**src/rtl/branch_resolve_unit_pkg.sv**
```systemverilog
// Shared definitions for the branch resolve unit: condition codes and predictor counter helpers.
package branch_resolve_unit_pkg;

  localparam logic [2:0] BR_NONE = 3'b000;
  localparam logic [2:0] BR_LT   = 3'b001;
  localparam logic [2:0] BR_EQ   = 3'b010;
  localparam logic [2:0] BR_GT   = 3'b011;
  localparam logic [2:0] BR_NE   = 3'b100;
  localparam logic [2:0] BR_LTU  = 3'b101;
  localparam logic [2:0] BR_GTU  = 3'b110;
  localparam logic [2:0] BR_GE   = 3'b111;

  // Weakly not-taken.
  localparam logic [1:0] CTR_INIT = 2'b01;

  // Saturating 2-bit counter step.
  function automatic logic [1:0] ctrNext(input logic [1:0] ctr, input logic taken);
    logic [1:0] nxt;
    nxt = ctr;
    if (taken && ctr != 2'b11) begin
      nxt = ctr + 2'b01;
    end else if (!taken && ctr != 2'b00) begin
      nxt = ctr - 2'b01;
    end
    return nxt;
  endfunction

endpackage

```
**src/rtl/branch_predictor_table.sv**
```systemverilog
// Direct-mapped table of 2-bit saturating counters with one update port and one
// combinational lookup port; lookup sees the pre-update value.
module branch_predictor_table
  import branch_resolve_unit_pkg::*;
#(
  parameter int unsigned IDX_BITS = 3
) (
  input  logic                clk,
  input  logic                rst,
  input  logic                updEn,
  input  logic [IDX_BITS-1:0] updIdx,
  input  logic                updTaken,
  input  logic [IDX_BITS-1:0] lookupIdx,
  output logic                lookupTaken
);

  localparam int unsigned Depth = 2 ** IDX_BITS;

  logic [1:0] ctrQ [Depth];

  always_ff @(posedge clk or posedge rst) begin
    if (rst) begin
      for (int i = 0; i < Depth; i++) begin
        ctrQ[i] <= CTR_INIT;
      end
    end else if (updEn) begin
      ctrQ[updIdx] <= ctrNext(ctrQ[updIdx], updTaken);
    end
  end

  assign lookupTaken = ctrQ[lookupIdx][1];

endmodule

```
**src/rtl/branch_resolve_unit.sv**
```systemverilog
// EX-stage branch resolver: registered signed/unsigned compare with mispredict flag,
// plus a counter-based taken predictor feeding IF.
module branch_resolve_unit
  import branch_resolve_unit_pkg::*;
#(
  parameter int unsigned WIDTH    = 16,
  parameter int unsigned IDX_BITS = 3,
  parameter int unsigned PC_WIDTH = 16
) (
  input  logic                clk,
  input  logic                rst,
  input  logic                in_valid,
  input  logic                stall,
  input  logic                flush,
  input  logic [2:0]          branch_op,
  input  logic [WIDTH-1:0]    reg_a,
  input  logic [WIDTH-1:0]    reg_b,
  input  logic [PC_WIDTH-1:0] br_pc,
  input  logic                pred_in,
  input  logic [PC_WIDTH-1:0] pred_pc,
  output logic                pred_taken,
  output logic                out_valid,
  output logic                jmp_true,
  output logic                mispredict,
  output logic [WIDTH-1:0]    result
);

  logic [WIDTH:0] diff;
  logic           borrow;
  logic           overflow;
  logic           ltSigned;
  logic           isEq;
  logic           taken;

  assign diff     = {1'b0, reg_a} - {1'b0, reg_b};
  assign borrow   = diff[WIDTH];
  assign isEq     = (reg_a == reg_b);
  // Overflow when operand signs differ and the result sign disagrees with reg_a.
  assign overflow = (reg_a[WIDTH-1] != reg_b[WIDTH-1]) && (diff[WIDTH-1] != reg_a[WIDTH-1]);
  assign ltSigned = diff[WIDTH-1] ^ overflow;

  always_comb begin
    taken = 1'b0;
    case (branch_op)
      BR_NONE: taken = 1'b0;
      BR_LT:   taken = ltSigned;
      BR_EQ:   taken = isEq;
      BR_GT:   taken = !ltSigned && !isEq;
      BR_NE:   taken = !isEq;
      BR_LTU:  taken = borrow;
      BR_GTU:  taken = !borrow && !isEq;
      BR_GE:   taken = !ltSigned;
      default: taken = 1'b0;
    endcase
  end

  logic             outValidQ;
  logic             jmpTrueQ;
  logic             mispredictQ;
  logic [WIDTH-1:0] resultQ;

  always_ff @(posedge clk or posedge rst) begin
    if (rst) begin
      outValidQ   <= 1'b0;
      jmpTrueQ    <= 1'b0;
      mispredictQ <= 1'b0;
      resultQ     <= '0;
    end else if (!stall) begin
      if (flush || !in_valid) begin
        outValidQ   <= 1'b0;
        jmpTrueQ    <= 1'b0;
        mispredictQ <= 1'b0;
      end else begin
        outValidQ   <= 1'b1;
        jmpTrueQ    <= taken;
        mispredictQ <= taken ^ pred_in;
        resultQ     <= diff[WIDTH-1:0];
      end
    end
  end

  assign out_valid  = outValidQ;
  assign jmp_true   = jmpTrueQ;
  assign mispredict = mispredictQ;
  assign result     = resultQ;

  logic updEn;
  assign updEn = in_valid && !stall && !flush && (branch_op != BR_NONE);

  // Only the low PC bits index the table; aliasing is accepted.
  logic unusedPcBits;
  assign unusedPcBits = ^{br_pc[PC_WIDTH-1:IDX_BITS], pred_pc[PC_WIDTH-1:IDX_BITS]};

  branch_predictor_table #(
    .IDX_BITS (IDX_BITS)
  ) uTable (
    .clk         (clk),
    .rst         (rst),
    .updEn       (updEn),
    .updIdx      (br_pc[IDX_BITS-1:0]),
    .updTaken    (taken),
    .lookupIdx   (pred_pc[IDX_BITS-1:0]),
    .lookupTaken (pred_taken)
  );

endmodule

```
**config.mk**
```make
export PLATFORM = sky130hd
export DESIGN_NAME = branch_resolve_unit
export DESIGN_NICKNAME = d
export VERILOG_FILES = /design/src/rtl/branch_resolve_unit_pkg.sv /design/src/rtl/branch_predictor_table.sv /design/src/rtl/branch_resolve_unit.sv
export SDC_FILE = /design/constraint.sdc
export NUM_CORES = 1
export LEC_CHECK = 0
export ABC_AREA = 1
export BUFFER_PORTS_ARGS = -buffer_cell sky130_fd_sc_hd__buf_2
export CAP_MARGIN = 15
export CORE_UTILIZATION = 46
export CTS_CLUSTER_DIAMETER = 30
export DETAILED_ROUTE_END_ITERATION = 6
export PLACE_DENSITY = 0.77
export SYNTH_ARGS = -nofsm -noshare
export SYNTH_HDL_FRONTEND = slang
export SYNTH_SLANG_ARGS = --single-unit
```
**constraint.sdc**
```tcl
create_clock -name clk -period 2.1 [get_ports clk]
set_clock_uncertainty 0.2 [all_clocks]
set_input_delay 0.105 -clock clk [delete_from_list [all_inputs] [get_ports clk]]
set_output_delay 0.105 -clock clk [all_outputs]
set_load 0.02 [all_outputs]
```
==> results of run 1 <==
[per-stage QoR]
stage	hold WS (ps)	std cells	setup WS (ps)	cell area, sq um
finish	19.21	605	-529.5	4013
global route	28.75	605	-639.1	4013
CTS	22.62	604	-445.8	3908
detailed placement	34.51	565	-835.3	3490
global placement	23.63	565	-722.3	3490
floorplan	17.43	391	-461.9	2788
[routing by layer]
layer  track usage (%)  vias up  share of wire, %
met5                 0        -                 0
met4             13.45        0               3.4
met3             5.029       29               5.7
met2             47.67      139                50
met1             32.81     1456                41
li1                  -     1518                 -
[cells in the mapped netlist (2+ instances only)]
| cell | instances |
|---|---|
| nor2_2 | 3 |
| nor2_1 | 30 |
| nand2_1 | 110 |
| nor2_4 | 2 |
| inv_1 | 68 |
| xor2_1 | 5 |
| a31oi_1 | 3 |
| xnor2_1 | 5 |
| a21o_1 | 2 |
| nor3_1 | 3 |
| nand3_2 | 2 |
| clkbuf_1 | 3 |
| o21ai_0 | 27 |
| nand2_4 | 7 |
| nand2_2 | 8 |
| fa_1 | 2 |
| nand4_1 | 2 |
| nand3_1 | 19 |
| nand3_4 | 2 |
| dfrtp_1 | 27 |
| a21oi_1 | 15 |
| ha_1 | 18 |
| o21ai_1 | 4 |
| dfstp_2 | 8 |
[state kept, by name (all words and copies together) (netlist names)]
signal / count
uTable.ctrQ: 16
jmp_true: 1
mispredict: 1
out_valid: 1
result: 16
[worst min path at each step]
stage,start,end,slack (ps),cells past startpoint
2_1_floorplan,stall,mispredict,20,2
3_3_place_gp,rst,result[1],20,3
3_5_place_dp,rst,uTable.ctrQ[15],30,3
4_1_cts,reg_a[15],result[15],20,3
5_1_grt,reg_a[15],result[15],30,3
6_report,reg_a[15],result[15],20,3
[repair_timing]
item,in CTS,in global routing
pin swaps,13,19
hold buffers,4,0
hold endpoints to repair,31,0
resized for setup,19,28
setup endpoints to repair,18,23
setup buffers,27,1
[cell type report]
class / count / share of cell area (%)
repair buffers: 137 / 23.42
well taps: 72 / 2.245
clock inverters: 1 / 0.1247
multi-input cells: 282 / 43.37
flip-flops and latches: 35 / 22.08
inverters: 71 / 6.860
clock buffers: 7 / 1.902
[where the power goes]
| part | leakage [nW] | internal (W) | total, W | switching (W) |
|---|---|---|---|---|
| Clock | 0.0422 | 0.000233 | 0.000489 | 0.000256 |
| Combinational | 1.70 | 0.000536 | 0.00123 | 0.000692 |
| Sequential | 0.432 | 0.000856 | 0.000947 | 0.0000911 |
[worst reg2reg max path, stage by stage, from the launching register on]
cell and delay, ps:
dfstp_2 540, o21ai_0 80, o21ai_0 200, inv_1 70, nand4_1 110, inv_1 70, ha_1 210, inv_1 110
nand3_4 120, nand2_2 80, nand3_2 90, nand2_4 130, nand2_1 70, nand2_1 70
[logic make-up (layout without fill, tap and decap cells)]
| kind of cell | Yosys count | after routing | share of synthesized area (%) |
|---|---|---|---|
| simple gates | 195 | 195 | 33.58 |
| buf+inv | 74 | 216 | 10.13 |
| compound gates | 57 | 57 | 11.31 |
| flops | 35 | 35 | 32.17 |
| fa+ha+maj | 20 | 20 | 9.632 |
| xor+xnor | 10 | 10 | 3.180 |
==> metrics.yaml, run 1 <==
sta:
  slew-limit-headroom_pct: 69.68
  slew_violations: 0
  tns_ps: -9472
  finalCritPeriodShare_pct: 125.2
  rsz0062_at_grt: "yes"
  finalHoldViolations: 0
  period_needed_ps: 2630
  worst-slew-pin-transition_ps: 454.8
  finalSetupViolCount: 20
  fmax_mhz: 380.3
  finalWorstSetupSlack_ps: -529.5
power_and_ir_drop:
  ir_drop_v: 0.0004307
  power.density_nw_per_um2: 663.9
  power.total_w: 0.002664
  p_leak_nw: 2.177
status:
  violations: "negative setup slack"
  status: "finished with violations"
setup_path:
  start_kind: "primary input"
  r2r-end: "uTable.ctrQ[15]"
  crit_start: "reg_b[2]"
  crit_family: "buffers and inverters"
  reg2reg_slack_ps: -110
  reg2reg_depth: 13
  cp_num_cells: 24
  cp_data_arrival_time_ps: 2620
  path_buf_inv: 12
  path_max_fanout: 3
  crit_chain: "buf_8 > inv_8 > ha_4 > nand2_2 > nor2_2 > nor2_2 > nor2_2 > o21ai_1 > nand2_1 > nand3_2 > nand2_2 > nand2_2 > buf_4 > buf_4 > buf_4 > buf_4 > buf_4 > buf_4 > buf_4 > buf_4 > buf_4 > buf_4 > nand3_2 > nand2_1"
  max_stage_delay_ps: 260
  cp.required_ps: 2090
  r2r-start: "uTable.ctrQ[12]"
  worstSetupEndpointType: "register"
  crit_type: "primary input to register"
  crit_top_cell: "buf_4"
  crit_end: "result[13]"
  cp_slowest_cell: "ha_4"
yosys:
  synth-async-reset-ratio_pct: 100.0
  synth-edff-count: 0
  ys_ff_latch: 35
  synth_fp_nets: 484
  seq_area_frac_synth_pct: 32.17
  synth_ff_type: "dfrtp_1"
  syn_area_sq_um: 2754
  ys_warn_count: 0
  yosysTopAreaCell: "dfrtp_1"
  synth_top_area_share_pct: 24.53
  synth.avg_cell_area_sq_um: 7.043
  synth.area.top_cells: "dfrtp_1 (25%), nand2_1 (15%), inv_1 (9.3%)"
  ys_types: 40
  syn_inst: 391
clock_network:
  clockBufferDepth: 2
  cts_inserted_buffers: 5
  cts_max_level: 2
  clkLatencyLatePin_ps: 300
  clk_pin_slew_ps: 70
  clock-sinks: 35
  root_buffer: "clkbuf_8"
  cts_tree: "yes"
floorplanning:
  rows: 27
  pin_count: 93
  dieArea_sq_um: 6300
  fp.dieH_um: 79.38
  dieWidth_um: 79.38
  core_sq_um: 5642
  initial_core_util_pct: 48.81
drt:
  drtIter0Drc: 243
  drt-total-wl_um: 8362
  drtPass1Iterations: 5
  vias: 3142
  wl_per_cell_um: 13.82
  post_drt_via_cell_ratio: 5.193
  ant_nets: 0
  drc: 0
place:
  gp_congestion: 0.8235
  portBuffers: 66
  dp_hpwl_um: 5229
finish:
  diodes: 0
  layout_commonest_cell: "nand2_1"
  area_growth_syn_to_layout_pct: 45.71
  multi_input_area_sq_um: 1740
  drive_gt1_share_pct: 39.40
  mostFrequentLayoutCells: "nand2_1 (103), inv_1 (66), buf_2 (62)"
  final-seq-area_sq_um: 885.9
  finish.utilization_pct: 71.12
  nets: 625
  fillers: 422
global_routing:
  first_global_vias: 2984
  overflow: 0
  antenna_found_initial: 0
  grt_max_degree: 36
  grt_use_total_pct: 27.59
  grt_pass1_wl_um: 13460
job:
  cap_violations: 0
worst_hold_path:
  hp-class: "primary input to register"
No activity file was read; power rests on OpenSTA's default activity.
==> run 2, diff against run 1 <==
CORE_MARGIN = 2   (was not set)
MAX_ROUTING_LAYER = met4   (was not set)
SKIP_CTS_REPAIR_TIMING = 1   (was not set)
==> run 2 against run 1 <==
- the flow still finishes with violations (negative setup slack)
- register-to-register slack improved by 40 ps
- combinational power decreased by 11%
- clock power increased by 28%
==> metrics.yaml, run 2 (synthesis results as in run 1) <==
global_routing:
  overflow: 0
  grt_pass1_wl_um: 11070
  grt_max_degree: 36
  antenna_found_initial: 0
  first_global_vias: 2648
  grt_use_total_pct: 21.89
finish:
  nets: 603
  fillers: 499
  design_area_sq_um: 3810
  mostFrequentLayoutCells: "nand2_1 (103), inv_1 (66), buf_2 (63)"
  diodes: 0
  drive_gt1_share_pct: 34.83
  layout_commonest_cell: "nand2_1"
  area_growth_syn_to_layout_pct: 38.35
sta:
  period_needed_ps: 2581
  finalHoldViolations: 0
  fmax_mhz: 387.4
  finalCritPeriodShare_pct: 122.9
  slew_violations: 0
  rsz0062_at_grt: "yes"
  worst-slew-pin-transition_ps: 439.3
  slew-limit-headroom_pct: 70.71
  finalWorstSetupSlack_ps: -481.2
  finalSetupViolCount: 18
floorplanning:
  rows: 28
  initial_core_util_pct: 47.07
  core_sq_um: 5851
  dieArea_sq_um: 6622
  pin_count: 93
  fp.dieH_um: 81.38
  dieWidth_um: 81.38
clock_network:
  cts_tree: "yes"
  clockBufferDepth: 2
  clk_pin_slew_ps: 80
  cts_max_level: 2
  root_buffer: "clkbuf_8"
  clock-sinks: 35
  cts_inserted_buffers: 5
  clkLatencyLatePin_ps: 300
place:
  placed_cell_area_sq_um: 3523
  dp_hpwl_um: 5369
  gp_congestion: 0.8892
  portBuffers: 66
  dp_slack_ps: -823.2
worst_hold_path:
  min_to: "result[15]"
  hp-class: "primary input to register"
  hold_start: "reg_a[15]"
  holdPathStages: 3
drt:
  vias: 2866
  wl_per_cell_um: 11.76
  drc: 0
  ant_nets: 0
  drt-total-wl_um: 6894
  post_drt_via_cell_ratio: 4.891
  drtPass1Iterations: 4
  drtIter0Drc: 173
setup_path:
  worstSetupEndpointType: "register"
  r2r-end: "uTable.ctrQ[1]"
  crit_type: "primary input to register"
  cp_data_arrival_time_ps: 2610
  path_max_fanout: 8
  cp.required_ps: 2120
  r2r-start: "uTable.ctrQ[12]"
  reg2reg_depth: 13
  start_kind: "primary input"
  reg2reg_slack_ps: -70
power_and_ir_drop:
  ir_drop_v: 0.0003268
  power.density_nw_per_um2: 702.0
  p_leak_nw: 2.075
status:
  status: "finished with violations"
  violations: "negative setup slack"
job:
  cap_violations: 0
run 2: cell types whose count changed in the layout (fill, tap and decap cells not counted), sizes merged:
cell / before / now
buf: 133 / 111
bufinv: 0 / 1
clkbuf: 7 / 5
inv: 69 / 70
run 2: worst max path at each step:
stage | startpoint | endpoint | slack (ps)
CTS | reg_b[2] | uTable.ctrQ[7] | -520
detailed placement | reg_b[2] | uTable.ctrQ[7] | -820
global route | reg_b[2] | uTable.ctrQ[1] | -680
finish | reg_b[2] | uTable.ctrQ[1] | -480
global placement | reg_b[2] | uTable.ctrQ[15] | -730
floorplan | reg_b[2] | uTable.ctrQ[15] | -460
run 2: worst max-delay path: stages:
cell,delay (ps)
buf_8,80
inv_8,30
ha_4,280
nand2_4,60
nor2_4,70
nor2_2,40
nor2_1,110
o21ai_1,90
nand2_1,90
nand3_1,80
nand2_1,90
nand2_2,70
nand2_2,70
a21oi_2,60
fa_2,370
nand3b_1,190
nand2_2,90
nand2_4,70
nand2_4,90
nand3_1,170
nand2_8,150
nand2_1,50
nand2_1,70
run 2: power by group:
group / leakage [nW] / switching (W) / internal, W / total [W]
combinational: 1.58 / 0.000634 / 0.000461 / 0.00110
clock: 0.0587 / 0.000267 / 0.000360 / 0.000627
sequential: 0.432 / 0.0000964 / 0.000856 / 0.000952
total: 2.07 / 0.000998 / 0.00168 / 0.00267
run 2: through the flow:
stage	hold slack (ps)	TNS, ps	util (%)	total power [W]	instances
final	14.81	-7918	65.12	0.002675	586
after CTS	-298.0	-8460	62.21	0.002612	580
after global placement	20.55	-13340	60.22	0.001939	572
after floorplan	17.43	-7540	-	0.001579	391
after global routing	17.30	-11510	65.12	0.002853	586
after detailed placement	31.50	-15010	60.22	0.001982	572
run 2: layout make-up:
cell class              count  area (sq um)  area share (%)
repair buffers            115         730.7           19.18
inverters                  71         275.3           7.225
clock buffers               5         68.82           1.806
well taps                  75         93.84           2.463
multi-input cells         282          1708           44.83
clock inverters             3         47.55           1.248
flip-flops and latches     35         885.9           23.25
run 2: metal layers:
metal  share of wire (%)  track usage, %  up-vias
li1                    -               -     1470
met1                  41           25.43     1315
met2                  52           38.52       68
met3                 4.6           3.778       13
met4                 1.7           6.441        0
met5                   0               -        -
